`src/rtl/ps2_pkg.sv`:
```
// Shared PS/2 definitions: host-transmit FSM states, common mouse command bytes
// and the odd-parity helper used to build a frame.
package ps2_pkg;

    typedef enum logic [2:0] {
        IDLE,
        INHIBIT,
        REQ,
        SEND,
        ACK,
        WAIT_IDLE
    } ps2_tx_state_t;

    localparam logic [7:0] PS2_CMD_RESET  = 8'hFF;
    localparam logic [7:0] PS2_CMD_ENABLE = 8'hF4;
    localparam logic [7:0] PS2_RESP_ACK   = 8'hFA;

    function automatic logic ps2_odd_parity(input logic [7:0] data);
        return ~^data;
    endfunction

endpackage

```
`src/rtl/ps2_sync_edge.sv`:
```
// Two-flop synchroniser for a raw PS/2 pin with a one-cycle falling-edge pulse.
module ps2_sync_edge (
    input  logic clk,
    input  logic rst,
    input  logic pin,
    output logic level,
    output logic fall
);

    logic meta;
    logic sync;
    logic sync_q;

    // Flops reset to 1 so an idle (pulled-up) line never produces a spurious fall.
    always_ff @(posedge clk or posedge rst) begin
        if (rst) begin
            meta   <= 1'b1;
            sync   <= 1'b1;
            sync_q <= 1'b1;
        end else begin
            meta   <= pin;
            sync   <= meta;
            sync_q <= sync;
        end
    end

    assign level = sync;
    assign fall  = sync_q & ~sync;

endmodule

```
`src/rtl/ps2_host_tx.sv`:
```
// Host-to-device PS/2 transmitter: inhibits the bus, issues a request-to-send and
// shifts one command byte out on device clock edges, then checks the device ack.
module ps2_host_tx
    import ps2_pkg::*;
#(
    parameter int INHIBIT_CYCLES = 12000,
    parameter int REQ_CYCLES     = 200,
    parameter int TIMEOUT_CYCLES = 2000000
) (
    input  logic       clk,
    input  logic       rst,
    input  logic [7:0] tx_data,
    input  logic       tx_start,
    input  logic       ps2_clk_in,
    input  logic       ps2_data_in,
    output logic       ps2_clk_oe,
    output logic       ps2_data_oe,
    output logic       tx_busy,
    output logic       tx_done,
    output logic       tx_nack,
    output logic       tx_timeout
);

    localparam int MAX_A   = (INHIBIT_CYCLES > TIMEOUT_CYCLES) ? INHIBIT_CYCLES : TIMEOUT_CYCLES;
    localparam int MAX_CYC = (MAX_A > REQ_CYCLES) ? MAX_A : REQ_CYCLES;
    localparam int CNT_W   = $clog2(MAX_CYC + 1);

    localparam logic [CNT_W-1:0] INHIBIT_LAST = CNT_W'(INHIBIT_CYCLES - 1);
    localparam logic [CNT_W-1:0] REQ_LAST     = CNT_W'(REQ_CYCLES - 1);
    localparam logic [CNT_W-1:0] TIMEOUT_LAST = CNT_W'(TIMEOUT_CYCLES - 1);

    logic clk_sync;
    logic clk_fall;
    logic data_sync;
    logic data_fall_unused;

    ps2_sync_edge u_clk_sync (
        .clk   (clk),
        .rst   (rst),
        .pin   (ps2_clk_in),
        .level (clk_sync),
        .fall  (clk_fall)
    );

    ps2_sync_edge u_data_sync (
        .clk   (clk),
        .rst   (rst),
        .pin   (ps2_data_in),
        .level (data_sync),
        .fall  (data_fall_unused)
    );

    ps2_tx_state_t    state, state_n;
    logic [CNT_W-1:0] cnt, cnt_n;
    logic [3:0]       bit_idx, bit_idx_n;
    logic [9:0]       frame;
    logic             clk_oe_n, data_oe_n, busy_n, done_n, nack_n, timeout_n;
    logic             accept;

    assign accept = (state == IDLE) && tx_start;

    // Frame is pure data, only meaningful while busy, so it carries no reset.
    always_ff @(posedge clk) begin
        if (accept) begin
            frame <= {1'b1, ps2_odd_parity(tx_data), tx_data};
        end
    end

    always_comb begin
        state_n   = state;
        cnt_n     = cnt;
        bit_idx_n = bit_idx;
        clk_oe_n  = ps2_clk_oe;
        data_oe_n = ps2_data_oe;
        busy_n    = tx_busy;
        done_n    = 1'b0;
        nack_n    = 1'b0;
        timeout_n = 1'b0;

        case (state)
            IDLE: begin
                if (tx_start) begin
                    state_n   = INHIBIT;
                    cnt_n     = '0;
                    bit_idx_n = '0;
                    clk_oe_n  = 1'b1;
                    data_oe_n = 1'b0;
                    busy_n    = 1'b1;
                end
            end
            INHIBIT: begin
                if (cnt == INHIBIT_LAST) begin
                    state_n   = REQ;
                    cnt_n     = '0;
                    data_oe_n = 1'b1;
                end else begin
                    cnt_n = cnt + 1'b1;
                end
            end
            REQ: begin
                if (cnt == REQ_LAST) begin
                    state_n  = SEND;
                    cnt_n    = '0;
                    clk_oe_n = 1'b0;
                end else begin
                    cnt_n = cnt + 1'b1;
                end
            end
            SEND: begin
                if (clk_fall) begin
                    data_oe_n = ~frame[bit_idx];
                    bit_idx_n = bit_idx + 4'd1;
                    cnt_n     = '0;
                    if (bit_idx == 4'd9) begin
                        state_n = ACK;
                    end
                end
            end
            ACK: begin
                if (clk_fall) begin
                    cnt_n = '0;
                    if (data_sync) begin
                        nack_n  = 1'b1;
                        busy_n  = 1'b0;
                        state_n = IDLE;
                    end else begin
                        state_n = WAIT_IDLE;
                    end
                end
            end
            WAIT_IDLE: begin
                if (clk_sync && data_sync) begin
                    done_n  = 1'b1;
                    busy_n  = 1'b0;
                    state_n = IDLE;
                end else if (clk_fall) begin
                    cnt_n = '0;
                end
            end
            default: begin
                state_n   = IDLE;
                clk_oe_n  = 1'b0;
                data_oe_n = 1'b0;
                busy_n    = 1'b0;
            end
        endcase

        // Watchdog: a device fall always takes priority over expiry.
        if ((state inside {SEND, ACK, WAIT_IDLE}) && !clk_fall && !done_n) begin
            if (cnt == TIMEOUT_LAST) begin
                state_n   = IDLE;
                cnt_n     = '0;
                clk_oe_n  = 1'b0;
                data_oe_n = 1'b0;
                busy_n    = 1'b0;
                timeout_n = 1'b1;
            end else begin
                cnt_n = cnt + 1'b1;
            end
        end
    end

    always_ff @(posedge clk or posedge rst) begin
        if (rst) begin
            state       <= IDLE;
            cnt         <= '0;
            bit_idx     <= '0;
            ps2_clk_oe  <= 1'b0;
            ps2_data_oe <= 1'b0;
            tx_busy     <= 1'b0;
            tx_done     <= 1'b0;
            tx_nack     <= 1'b0;
            tx_timeout  <= 1'b0;
        end else begin
            state       <= state_n;
            cnt         <= cnt_n;
            bit_idx     <= bit_idx_n;
            ps2_clk_oe  <= clk_oe_n;
            ps2_data_oe <= data_oe_n;
            tx_busy     <= busy_n;
            tx_done     <= done_n;
            tx_nack     <= nack_n;
            tx_timeout  <= timeout_n;
        end
    end

endmodule
```
`config.mk`:
```
export PLATFORM = sky130hd
export DESIGN_NAME = ps2_host_tx
export DESIGN_NICKNAME = d
export VERILOG_FILES = /design/src/rtl/ps2_pkg.sv /design/src/rtl/ps2_sync_edge.sv /design/src/rtl/ps2_host_tx.sv
export SDC_FILE = /design/constraint.sdc
export NUM_CORES = 1
export LEC_CHECK = 0
export CORE_MARGIN = 8
export CORE_UTILIZATION = 45
export DETAILED_ROUTE_END_ITERATION = 10
export PLACE_DENSITY = 0.76
export SLEW_MARGIN = 20
export SYNTH_ARGS = -nofsm -noshare
export SYNTH_HDL_FRONTEND = slang
export SYNTH_SLANG_ARGS = --single-unit
```
`constraint.sdc`:
```
create_clock -name clk -period 2.1 [get_ports clk]
set_input_delay 0.21 -clock clk [delete_from_list [all_inputs] [get_ports clk]]
set_output_delay 0.21 -clock clk [all_outputs]
set_load 0.01 [all_outputs]
```
==> impl_metrics.csv <==
group,metric,value,unit
run_status,status,"finished with violations",
placement,place_hpwl,3750,µm
final_layout,final-seq-area,1250,µm²
timing,tightest_slew,0.617,ns
synth,synth_top_area_share,34.5,%
timing,drv_slew,0,
synth,synthTopCellsByArea,"dfrtp_1 34%, edfxtp_1 11%, dfstp_2 5.3%",
final_layout,layout.nets,311,
route,drtIter0Drc,165,
power_and_ir_drop,power_density,576,nW/µm²
die,rows,27,
route,routedWlPerCell,14.7,µm
run_status,violations,"setup timing",
die,die_x,90.0,µm
die,coreArea,5410,µm²
timing,fin_tns_setup,-2.62,ns
synth,synth_cells,238,
route,via_per_inst,5.56,
placement,routabilityCongestion,0.950,
clocking,cts_max_level,2,
global_route,grt_max_degree,40,
critical_path,critPathArrivalTime,2.48,ns
final_layout,drive_above_1_share,28.7,%
critical_path,crit_fanout,7,
power_and_ir_drop,p_leak,0.00130,µW
timing,finalSetupViolations,20,
die,die_area,8110,µm²
final_layout,utilization,59.3,%
critical_path,worstSetupStartpointType,"flop",
clocking,numCtsBuffers,5,
final_layout,nFillCells,439,
synth,synthAdderAreaFrac,1.52,%
synth,synth_top_family_by_area,"simple AND/OR/NAND/NOR gates",
clocking,cts_buffer_depth,2,
power_and_ir_drop,peakVddDrop,0.000380,V
synth,synth_simple_gate_area_share,23.8,%
timing,final.period_utilization,108,%
clocking,tritoncts,"built",
worst_hold_path,hp-class,"input port to asynchronous set/reset pin",
synth,synth-seq-area-share,50.8,%
final_layout,diodes,0,
synth,yosysWarnings,0,
critical_path,path_class,"flop to flop",
synth,synth_top_area_cell,"dfrtp_1",
placement,port_buffers,18,
timing,hold_viol,0,
route,firstDrtPassIters,4,
synth,syn_area,2470,µm²
clocking,cts_sinks,48,
critical_path,endpoint_kind,"flop",
die,start_util,45.6,%
global_route,grt_pass1_wl,9520,µm
timing,rsz0062_at_grt,"yes",
final_layout,area_growth,29.8,%
die,io_pins,19,
global_route,track_usage,14.0,%
route,drc_errors,0,
route,vias,2047,
timing,setup_ws,-0.171,ns
global_route,antenna_found_initial,0,
timing,maxSlewHeadroom,58.5,%
placement,placed_cell_area,2930,µm²
final_layout,stdcell_area,3200,µm²
clocking,clk_latency,0.31,ns
critical_path,required,2.31,ns
synth,synth-edff-count,9,
synth,syn_avg_cell_area,10.4,µm²
timing,whs,0.306,ns
synth,synth-compound-area-share,10.3,%
final_layout,multi_input_area,1230,µm²
die,die_h,90.0,µm
synth,synth-xor-area-share,7.81,%
global_route,grt_overflow,0,
synth,synth_ff_type,"dfrtp_1",
route,drt-total-wl,5420,µm
timing,period_needed,2.27,ns
synth,synthMuxAreaShare,2.64,%
clocking,cts_root_buf,"clkbuf_8",
synth,ys_types,50,
timing,skew,0.0146,ns
synth,ys_ff_latch,48,
synth,synth_fp_nets,254,
timing,max_freq,440,MHz
clocking,clk_pin_slew,0.10,ns
route,antenna_left,0,
flow_run,drv_cap,0,
power_and_ir_drop,power,1850,µW
global_route,grt_pass1_vias,2018,
synth,async_reset_ff_share,81.3,%
## flip-flops by register name, summed over array words and instances (netlist names)
signal	flops
u_clk_sync.meta	1
tx_nack	1
ps2_clk_oe	1
u_data_sync.meta	1
cnt	21
u_clk_sync.sync_q	1
tx_done	1
ps2_data_oe	1
u_data_sync.level	1
state	3
tx_busy	1
tx_timeout	1
bit_idx	4
u_clk_sync.level	1
frame	9
## cell usage in the layout (no fill, tap or decap), types with 4 or more instances in the layout
master,count
a21o_1,4
xor2_1,11
o21ai_0,11
buf_4,37
nand3_1,11
and3_1,6
nand2_1,23
nor2_1,19
a21oi_1,4
clkbuf_8,5
inv_1,7
clkdlybuf4s50_1,18
dfrtp_1,34
nand4_1,10
xnor2_1,11
nor2_2,8
edfxtp_1,9
dfstp_2,5
## repair_timing
action                                  in CTS  in global routing
gates cloned                                 1                  0
gates resized for setup                      5                 16
buffers inserted                             2                  4
hold buffers                                 0                  0
pin swaps                                   18                 12
endpoints found under the setup margin      20                 24
## through the flow
stage / cells / setup slack [ns]
6_report: 368 / -0.171
5_1_grt: 368 / -0.249
4_1_cts: 365 / -0.147
3_5_place_dp: 354 / -0.155
3_3_place_gp: 354 / -0.116
2_1_floorplan: 238 / -0.122
## critical path, cell delays in order, from the launching register on
cell,delay [ns]
dfrtp_1,0.39
or4_4,0.55
nor4_4,0.26
buf_4,0.18
a21oi_4,0.06
a211oi_4,0.35
buf_6,0.19
nor3b_1,0.05
a21o_1,0.15
## cell families (layout without fill, tap and decap cells)
logic type	Yosys count	in the layout
flops	48	48
simple gates	109	110
xor+xnor	22	22
buf+inv	14	71
compound gates	38	38
fa+ha+maj	3	3
mux	4	4
## final timing paths
path	startpoint	end	slack (ns)	cells past startpoint
min in group clk	ps2_data_in	u_data_sync.meta	0.31	1
max in group asynchronous	rst	u_data_sync.level	1.43	3
hold reg to reg	u_clk_sync.meta	u_clk_sync.level	0.36	0
setup / recovery	cnt[19]	cnt[3]	-0.17	8
hold / removal	rst	bit_idx[1]	0.31	3
setup reg to reg	cnt[19]	cnt[3]	-0.17	8
## where the power goes
group,switching (µW),internal [µW],leakage [µW]
Clock,326,479,0.0000687
Combinational,35.4,42.3,0.000676
Sequential,3.27,959,0.000557
Total,365,1480,0.00130
## final cells by class
| type | count | area share, % |
|---|---|---|
| Clock buffer | 5 | 2.15 |
| Multi-Input combinational cell | 177 | 38.3 |
| Tap cell | 72 | 2.81 |
| Clock inverter | 3 | 2.15 |
| Inverter | 7 | 0.820 |
| Timing Repair Buffer | 56 | 14.6 |
| Sequential cell | 48 | 39.1 |
## layer usage
metal	part of all wire (%)	up-vias	track usage (%)	wire (µm)
li1	-	970	-	-
met1	45	1014	17.8	2450
met2	49	59	22.7	2660
met3	4.6	4	2.74	250
met4	1.1	0	6.10	57
met5	0	-	0	0
## cell usage after synthesis, drive strengths merged (4+ instances only)
cell / instances
edfxtp: 9
nor2: 27
nand3: 12
xor2: 11
clkbuf: 5
inv: 7
a21o: 4
and3: 8
nand4: 10
dfrtp: 34
a31oi: 4
nand2: 23
nor3: 4
dfstp: 5
xnor2: 11
a21oi: 6
o21ai: 12
nor4: 6
(Power assumes the default switching activity.)
